$ cat src/rtl/bsg_fifo_serial_pkg.sv
// Shared types and sizing helpers for the FIFO serial reader.
// Holds the FSM state encoding plus the beat-count and counter-width math.
package bsg_fifo_serial_pkg;

    typedef enum logic {eIdle = 1'b0, eSend = 1'b1} bsg_fifo_serial_state_e;

    function automatic int beat_count(input int word_width, input int beat_width);
        return word_width / beat_width;
    endfunction

    // A single-beat word still needs a one-bit counter.
    function automatic int counter_width(input int num_beats);
        return (num_beats <= 1) ? 1 : $clog2(num_beats);
    endfunction

endpackage

$ cat src/rtl/bsg_serial_beat_counter.sv
// Beat index counter for the serial reader: clears, reloads to zero or
// increments, and flags the final beat of a word with tc_o.
module bsg_serial_beat_counter #(
    parameter int width_p   = 2,
    parameter int max_val_p = 3
) (
    input  logic clk_i,
    input  logic reset_i,
    input  logic clear_i,
    input  logic zero_i,
    input  logic incr_i,
    output logic tc_o
);

    localparam logic [width_p-1:0] max_lp = width_p'(max_val_p);

    logic [width_p-1:0] count_q;
    logic [width_p-1:0] count_d;

    // Saturates at the terminal value; only a reload returns it to zero.
    always_comb begin
        count_d = count_q;
        if (clear_i || zero_i) begin
            count_d = '0;
        end else if (incr_i && (count_q != max_lp)) begin
            count_d = count_q + width_p'(1);
        end
    end

    always_ff @(posedge clk_i or posedge reset_i) begin
        if (reset_i) begin
            count_q <= '0;
        end else begin
            count_q <= count_d;
        end
    end

    assign tc_o = (count_q == max_lp);

endmodule

$ cat src/rtl/bsg_fifo_serial_reader.sv
// Drains one word at a time from a valid/yumi FIFO and replays it as
// width_p/channel_width_p registered beats on a ready/valid channel.
module bsg_fifo_serial_reader
    import bsg_fifo_serial_pkg::*;
#(
    parameter int width_p         = 16,
    parameter int channel_width_p = 4,
    parameter int lsb_first_p     = 1
) (
    input  logic                       clk_i,
    input  logic                       reset_i,
    input  logic                       v_i,
    input  logic [width_p-1:0]         data_i,
    output logic                       yumi_o,
    output logic                       v_o,
    output logic [channel_width_p-1:0] data_o,
    output logic                       last_o,
    input  logic                       ready_i
);

    localparam int num_beats_lp = beat_count(width_p, channel_width_p);
    localparam int cnt_width_lp = counter_width(num_beats_lp);

    generate
        if ((width_p % channel_width_p) != 0) begin : g_bad_width
            $error("bsg_fifo_serial_reader: width_p must be a multiple of channel_width_p");
        end
    endgenerate

    bsg_fifo_serial_state_e state_q;
    bsg_fifo_serial_state_e state_d;
    logic [width_p-1:0]     shift_q;
    logic [width_p-1:0]     shift_d;
    logic [width_p-1:0]     shift_next;
    logic                   beat_tc;
    logic                   handshake;
    logic                   last_beat;
    logic                   cnt_clear;
    logic                   cnt_zero;
    logic                   cnt_incr;
    logic                   yumi;

    // Outputs come straight off flops so they cannot glitch or retract.
    assign v_o       = (state_q == eSend);
    assign last_beat = v_o & beat_tc;
    assign last_o    = last_beat;
    assign handshake = v_o & ready_i;
    assign yumi_o    = yumi;

    generate
        if (lsb_first_p != 0) begin : g_lsb
            assign data_o = shift_q[channel_width_p-1:0];
            if (num_beats_lp > 1) begin : g_shift
                assign shift_next = {{channel_width_p{1'b0}}, shift_q[width_p-1:channel_width_p]};
            end else begin : g_noshift
                assign shift_next = shift_q;
            end
        end else begin : g_msb
            assign data_o = shift_q[width_p-1 -: channel_width_p];
            if (num_beats_lp > 1) begin : g_shift
                assign shift_next = {shift_q[width_p-channel_width_p-1:0], {channel_width_p{1'b0}}};
            end else begin : g_noshift
                assign shift_next = shift_q;
            end
        end
    endgenerate

    always_comb begin
        state_d   = state_q;
        shift_d   = shift_q;
        cnt_clear = 1'b0;
        cnt_zero  = 1'b0;
        cnt_incr  = 1'b0;
        yumi      = 1'b0;
        case (state_q)
            eIdle: begin
                yumi = v_i;
                if (v_i) begin
                    shift_d  = data_i;
                    cnt_zero = 1'b1;
                    state_d  = eSend;
                end
            end
            eSend: begin
                if (handshake) begin
                    if (last_beat) begin
                        // Refill in the same cycle the last beat leaves: no bubble.
                        yumi = v_i;
                        if (v_i) begin
                            shift_d  = data_i;
                            cnt_zero = 1'b1;
                        end else begin
                            cnt_clear = 1'b1;
                            state_d   = eIdle;
                        end
                    end else begin
                        shift_d  = shift_next;
                        cnt_incr = 1'b1;
                    end
                end
            end
            default: begin
                state_d = eIdle;
            end
        endcase
    end

    always_ff @(posedge clk_i or posedge reset_i) begin
        if (reset_i) begin
            state_q <= eIdle;
            shift_q <= '0;
        end else begin
            state_q <= state_d;
            shift_q <= shift_d;
        end
    end

    bsg_serial_beat_counter #(
        .width_p  (cnt_width_lp),
        .max_val_p(num_beats_lp - 1)
    ) u_beat_counter (
        .clk_i  (clk_i),
        .reset_i(reset_i),
        .clear_i(cnt_clear),
        .zero_i (cnt_zero),
        .incr_i (cnt_incr),
        .tc_o   (beat_tc)
    );

endmodule

$ cat config.mk
export PLATFORM = sky130hd
export DESIGN_NAME = bsg_fifo_serial_reader
export DESIGN_NICKNAME = d
export VERILOG_FILES = /design/src/rtl/bsg_fifo_serial_pkg.sv /design/src/rtl/bsg_serial_beat_counter.sv /design/src/rtl/bsg_fifo_serial_reader.sv
export SDC_FILE = /design/constraint.sdc
export NUM_CORES = 1
export LEC_CHECK = 0
export BUFFER_PORTS_ARGS = -buffer_cell sky130_fd_sc_hd__buf_4
export CAP_MARGIN = 30
export CORE_MARGIN = 3
export CORE_UTILIZATION = 49
export CTS_BUF_LIST = sky130_fd_sc_hd__clkbuf_8
export CTS_CLUSTER_DIAMETER = 120
export DETAILED_ROUTE_END_ITERATION = 12
export PLACE_DENSITY = 0.83
export SETUP_SLACK_MARGIN = 0.5
export SLEW_MARGIN = 20
export SYNTH_ARGS = -nofsm -noshare
export SYNTH_HDL_FRONTEND = slang
export SYNTH_SLANG_ARGS = --single-unit
$ cat constraint.sdc
create_clock -name clk_i -period 1.3 [get_ports clk_i]
set_input_delay 0.195 -clock clk_i [delete_from_list [all_inputs] [get_ports clk_i]]
set_output_delay 0.195 -clock clk_i [all_outputs]
set_load 0.01 [all_outputs]
# After elaboration in Yosys (flattened, before gate mapping)
# Cells that the tools add are included.
[totals]
register_bits = 19
in_bits = 20
out_inout_bits = 7
wordCells = 36
[classes]
n_addsub = 1
n_eq_ne = 3
mux = 23
bitwise = 3
reduce_logical = 3
[ops]
columns = ["op", "count"]
rows = [
  ["16-bit two-way mux", 3],
  ["16-bit case mux with 2 select lines", 1],
  ["1-bit two-way mux", 14],
  ["1-bit case mux with 2 select lines", 3],
  ["2-bit two-way mux", 2],
  ["2-bit by 1-bit adder with 2-bit output, second input constant", 1],
  ["1-bit AND", 2],
  ["2-bit equality test, second input constant", 1],
  ["2-bit by 1-bit inequality test with 1-bit output, second input constant", 1],
  ["2-bit inequality test, second input constant", 1],
  ["2-bit nonzero test", 1],
  ["1-bit logical AND", 1],
  ["1-bit logical OR", 1],
  ["1-bit NOT", 1],
]

# Longest topological paths before layout
[depth]
ltp_word = 8
ltp_mapped = 5
depth_no_buf = 4

# By module
# From an unflattened synthesis, not the netlist that was laid out.
[hier_totals]
hier_cells = 72
area_unflattened_um2 = 933.4
[by_module_without_submodules]
columns = ["mod", "instances", "cells_each", "area_each_um2", "seq_area_each_um2"]
rows = [
  ["bsg_fifo_serial_reader", 1, 63, 814.5, 425.4],
  ["bsg_serial_beat_counter", 1, 9, 118.9, 50.0],
]

# Worst setup path after synthesis
# OpenSTA, ideal clock, no wires.
[synth_path]
path_type = "reg2reg"
from = "register u_beat_counter.count_q[0]"
to = "register shift_q[7]"
setup_ns = 0.131
arrival_ns = 1.282
path_slack_ns = -0.113
stages_incl_launch_ff = 6
path_buffers = 1
period_less_slack_ns = 1.413
cell_sequence = "dfrtp_1 > ha_1 > or2b_2 > buf_6 > o22ai_1 > a221oi_2"
[synth_between]
elab_chain_cells = 5
[synth_lines]
columns = ["item", "line_no", "rtl"]
rows = [
  ["start, declared", "bsg_serial_beat_counter.sv:17", "logic [width_p-1:0] count_q;"],
  ["start signal, assigned", "bsg_serial_beat_counter.sv:34", "count_q <= count_d;"],
  ["2-bit equality test", "bsg_serial_beat_counter.sv:38", "assign tc_o = (count_q == max_lp);"],
  ["1-bit AND", "bsg_fifo_serial_reader.sv:45", "assign last_beat = v_o & beat_tc;"],
  ["16-bit two-way mux", "bsg_fifo_serial_reader.sv:86", "if (last_beat) begin"],
  ["16-bit two-way mux", "bsg_fifo_serial_reader.sv:85", "if (handshake) begin"],
  ["16-bit case mux with 2 select lines", "bsg_fifo_serial_reader.sv:75", "case (state_q)"],
  ["end signal, assigned", "bsg_fifo_serial_reader.sv:114", "shift_q <= shift_d;"],
  ["end, declared", "bsg_fifo_serial_reader.sv:32", "logic [width_p-1:0] shift_q;"],
]
# No other way between the ends. The select of a mux whose other input is x is not followed.
# A chain may end at the register's enable or synchronous reset.

# Worst setup path in the final report
[layout_path]
from = "register u_beat_counter.count_q[1]"
to = "register shift_q[7]"
# The elaborated chain is that of the path after synthesis.

==> impl_metrics.tcl <==
set metrics [dict create \
    status "finished with violations" \
    failed_checks "negative setup slack" \
    track_usage_pct 22.9 \
    path_class "reg -> reg" \
    cts_tree "built" \
    relSlewSlack_pct 77.2 \
    crit_chain "ha_4 -> buf_6 -> and2b_2 -> buf_6 -> nor3_2 -> a221oi_2" \
    drc 0 \
    first_iter_violations 28 \
    cp.arrival_ps 1660 \
    synth_edf_count 0 \
    peakVddDrop_uv 2320 \
    finalNetCount 172 \
    core-area_sq_mm 0.00204 \
    finClkSkew_ps 1.10 \
    path_common_cell "buf_6" \
    power_density_mw_per_mm2 1910 \
    clkLatencyLatePin_ps 250 \
    cp-endpoint "shift_q[7]" \
    overflow 0 \
    crit_path_start "u_beat_counter.count_q[1]" \
    clock.fmax_mhz 666 \
    syn_to_final_growth_pct 60.9 \
    r2r-end "shift_q[7]" \
    reg2reg_depth 6 \
    clock_sinks 19 \
    synth_nets 130 \
    grt_pass1_vias 1046 \
    grt_pass1_wl_microns 4590 \
    hold_class "in -> reg" \
    die_h_microns 53.5 \
    rsz0062_at_grt "true" \
    cts_root_buf "clkbuf_8" \
    syn-instance-count 109 \
    ys_warn_count 0 \
    power.total_w 0.00338 \
    postLayoutCoreUtil_pct 86.9 \
    syn_avg_cell_area_sq_um 10.1 \
    antenna_found_initial 0 \
    leakage_nw 0.806 \
    final_max_slew_viol_count 0 \
    rrSetupSlack_ps -200 \
    syn_area_sq_mm 0.00110 \
    clock_path_buffers 2 \
    layout-drive-gt1-share_pct 64.7 \
    worst-path-buf-inv 2 \
    grt_max_degree 21 \
    vias 1089 \
    dieArea_sq_mm 0.00286 \
    cpPeakStageDelay_ps 440 \
    ys_seq_area_share_pct 43.1 \
    die_x_microns 53.5 \
    holdWs_ps 181 \
    postRouteAntennaNets 0 \
    worst_setup_path_end_kind "flop" \
    critPathMaxFanout 5 \
    synth_seq_cells 19 \
    fin_crit_ps 1500 \
    ys_types 24 \
    io_pins 27 \
    worstSetupStartpointType "flop" \
    antennaDiodeCount 0 \
    max_cap_viol_count 0 \
    wire_per_inst_microns 19.6 \
    cp.depth 6 \
    ys.flop_type "dfrtp_1" \
    cts_buffers 3 \
    finalHoldViolCount 0 \
    wl_microns 3470 \
    port_buffers 26 \
    gp_congestion 0.744 \
    crit_family "flip-flops" \
    synthArstFlopShare_pct 100 \
    ctsHtreeMaxLevel 1 \
    post-route-period-util_pct 116 \
    worstHoldStart "data_i[12]" \
    fp-row-count 16 \
    worstReg2RegStart "u_beat_counter.count_q[1]" \
    tightest_slew_ps 342 \
    critical-path-slowest-cell "dfrtp_1" \
    clkTransAtPathRegs_ps 70 \
    start_util_pct 54.0 \
    viasPerCell 6.15 \
    dp_hpwl_microns 1800 \
    critPathRequiredTime_ps 1460 \
    setup_violations 16 \
    dr.pass1.iters 4 \
    worst_slack_ps -203 \
]
[sequential cells by signal (all words and copies together), names as in the netlist]
name / flops
shift_q: 16
u_beat_counter.count_q: 2
v_o: 1
[synthesized netlist by cell type, types with 2 or more instances]
| cell | number | share of area, % |
|---|---|---|
| nor2_1 | 6 | 2.0 |
| dfrtp_1 | 19 | 43 |
| a21oi_1 | 3 | 1.4 |
| o21ai_0 | 2 | 0.91 |
| and2b_1 | 2 | 1.4 |
| a221oi_2 | 9 | 12 |
| a221oi_1 | 4 | 3.2 |
| o22ai_1 | 12 | 6.8 |
| buf_6 | 4 | 4.1 |
| inv_1 | 14 | 4.8 |
| o31ai_1 | 3 | 2.0 |
| nor3_1 | 12 | 5.4 |
| buf_2 | 4 | 1.8 |
| buf_4 | 5 | 3.4 |
[tightest hold or removal path, cell delays in order]
cell and delay [ps]:
buf_4 80, o31ai_1 60, nor2_1 70
[cell usage in the layout (no fill, tap or decap)]
master,n
buf_4,34
dfrtp_1,18
inv_1,15
a221oi_2,13
o22ai_2,11
buf_6,11
nor3_4,6
nor3_2,5
nor2_1,5
a21oi_1,3
clkbuf_8,3
or2b_4,2
o31ai_1,2
buf_12,2
and2b_2,1
mux2i_1,1
a32o_1,1
a21boi_4,1
nor2_4,1
nor3_1,1
nand2b_1,1
and2b_1,1
nand3b_1,1
nand2_1,1
o21ai_1,1
and2_4,1
or2_2,1
o21ai_2,1
o31ai_2,1
o22ai_1,1
ha_4,1
clkbuf_16,1
dlygate4sd3_1,1
dfrtp_2,1
[worst min path at each step]
stage / slack, ps / depth (start not counted) / to
floorplan: 150 / 1 / shift_q[0]
global placement: 240 / 3 / shift_q[3]
detailed placement: 240 / 3 / shift_q[3]
CTS: 180 / 3 / shift_q[12]
global route: 190 / 3 / shift_q[6]
finish: 180 / 3 / shift_q[12]
[power breakdown]
part | leakage [nW] | internal (W) | total [W] | switching [W]
logic | 0.558 | 0.00102 | 0.00181 | 0.000794
clock network | 0.0269 | 0.000210 | 0.000415 | 0.000205
registers | 0.220 | 0.000841 | 0.00116 | 0.000314
total | 0.806 | 0.00207 | 0.00338 | 0.00131
[layer usage]
layer  routed length [microns]  global-route usage (%)
met1                      1290                    25.8
met2                      1890                    39.4
met3                       221                    5.92
met4                        58                    11.1
met5                         0                       0
[final cells by class]
type	count	area, sq um
clock buffers	3	41.3
clock inverters	1	3.75
well taps	27	33.8
multi-input cells	64	713
flip-flops and latches	19	477
inverters	14	52.6
repair buffers	49	454
fillers	94	267
[logic make-up after synthesis]
logic type	count (synthesis)	synth area share [%]
fa+ha+maj	1	1.13
flops	19	43.1
simple gates	26	12.4
mux	1	0.907
compound gates	35	28.5
buf+inv	27	14.1
[per-stage QoR]
stage / cell area (sq um) / setup WS [ps] / std cells / TNS [ps]
after floorplan: 1180 / 45.7 / 109 / 0
after global placement: 1370 / -301 / 159 / -2560
after detailed placement: 1370 / -337 / 159 / -3260
after CTS: 1580 / -149 / 170 / -1690
after global routing: 1780 / -252 / 177 / -3380
final: 1780 / -203 / 177 / -2600
[repair_timing]
item | CTS | global route
hold buffers | 1 | 0
resized for setup | 27 | 24
endpoints found under the hold margin | 19 | 0
buffers inserted | 5 | 6
cloned | 1 | 1
pin swaps | 3 | 5
setup endpoints to repair | 26 | 26
No activity file was read; power rests on OpenSTA's default activity.
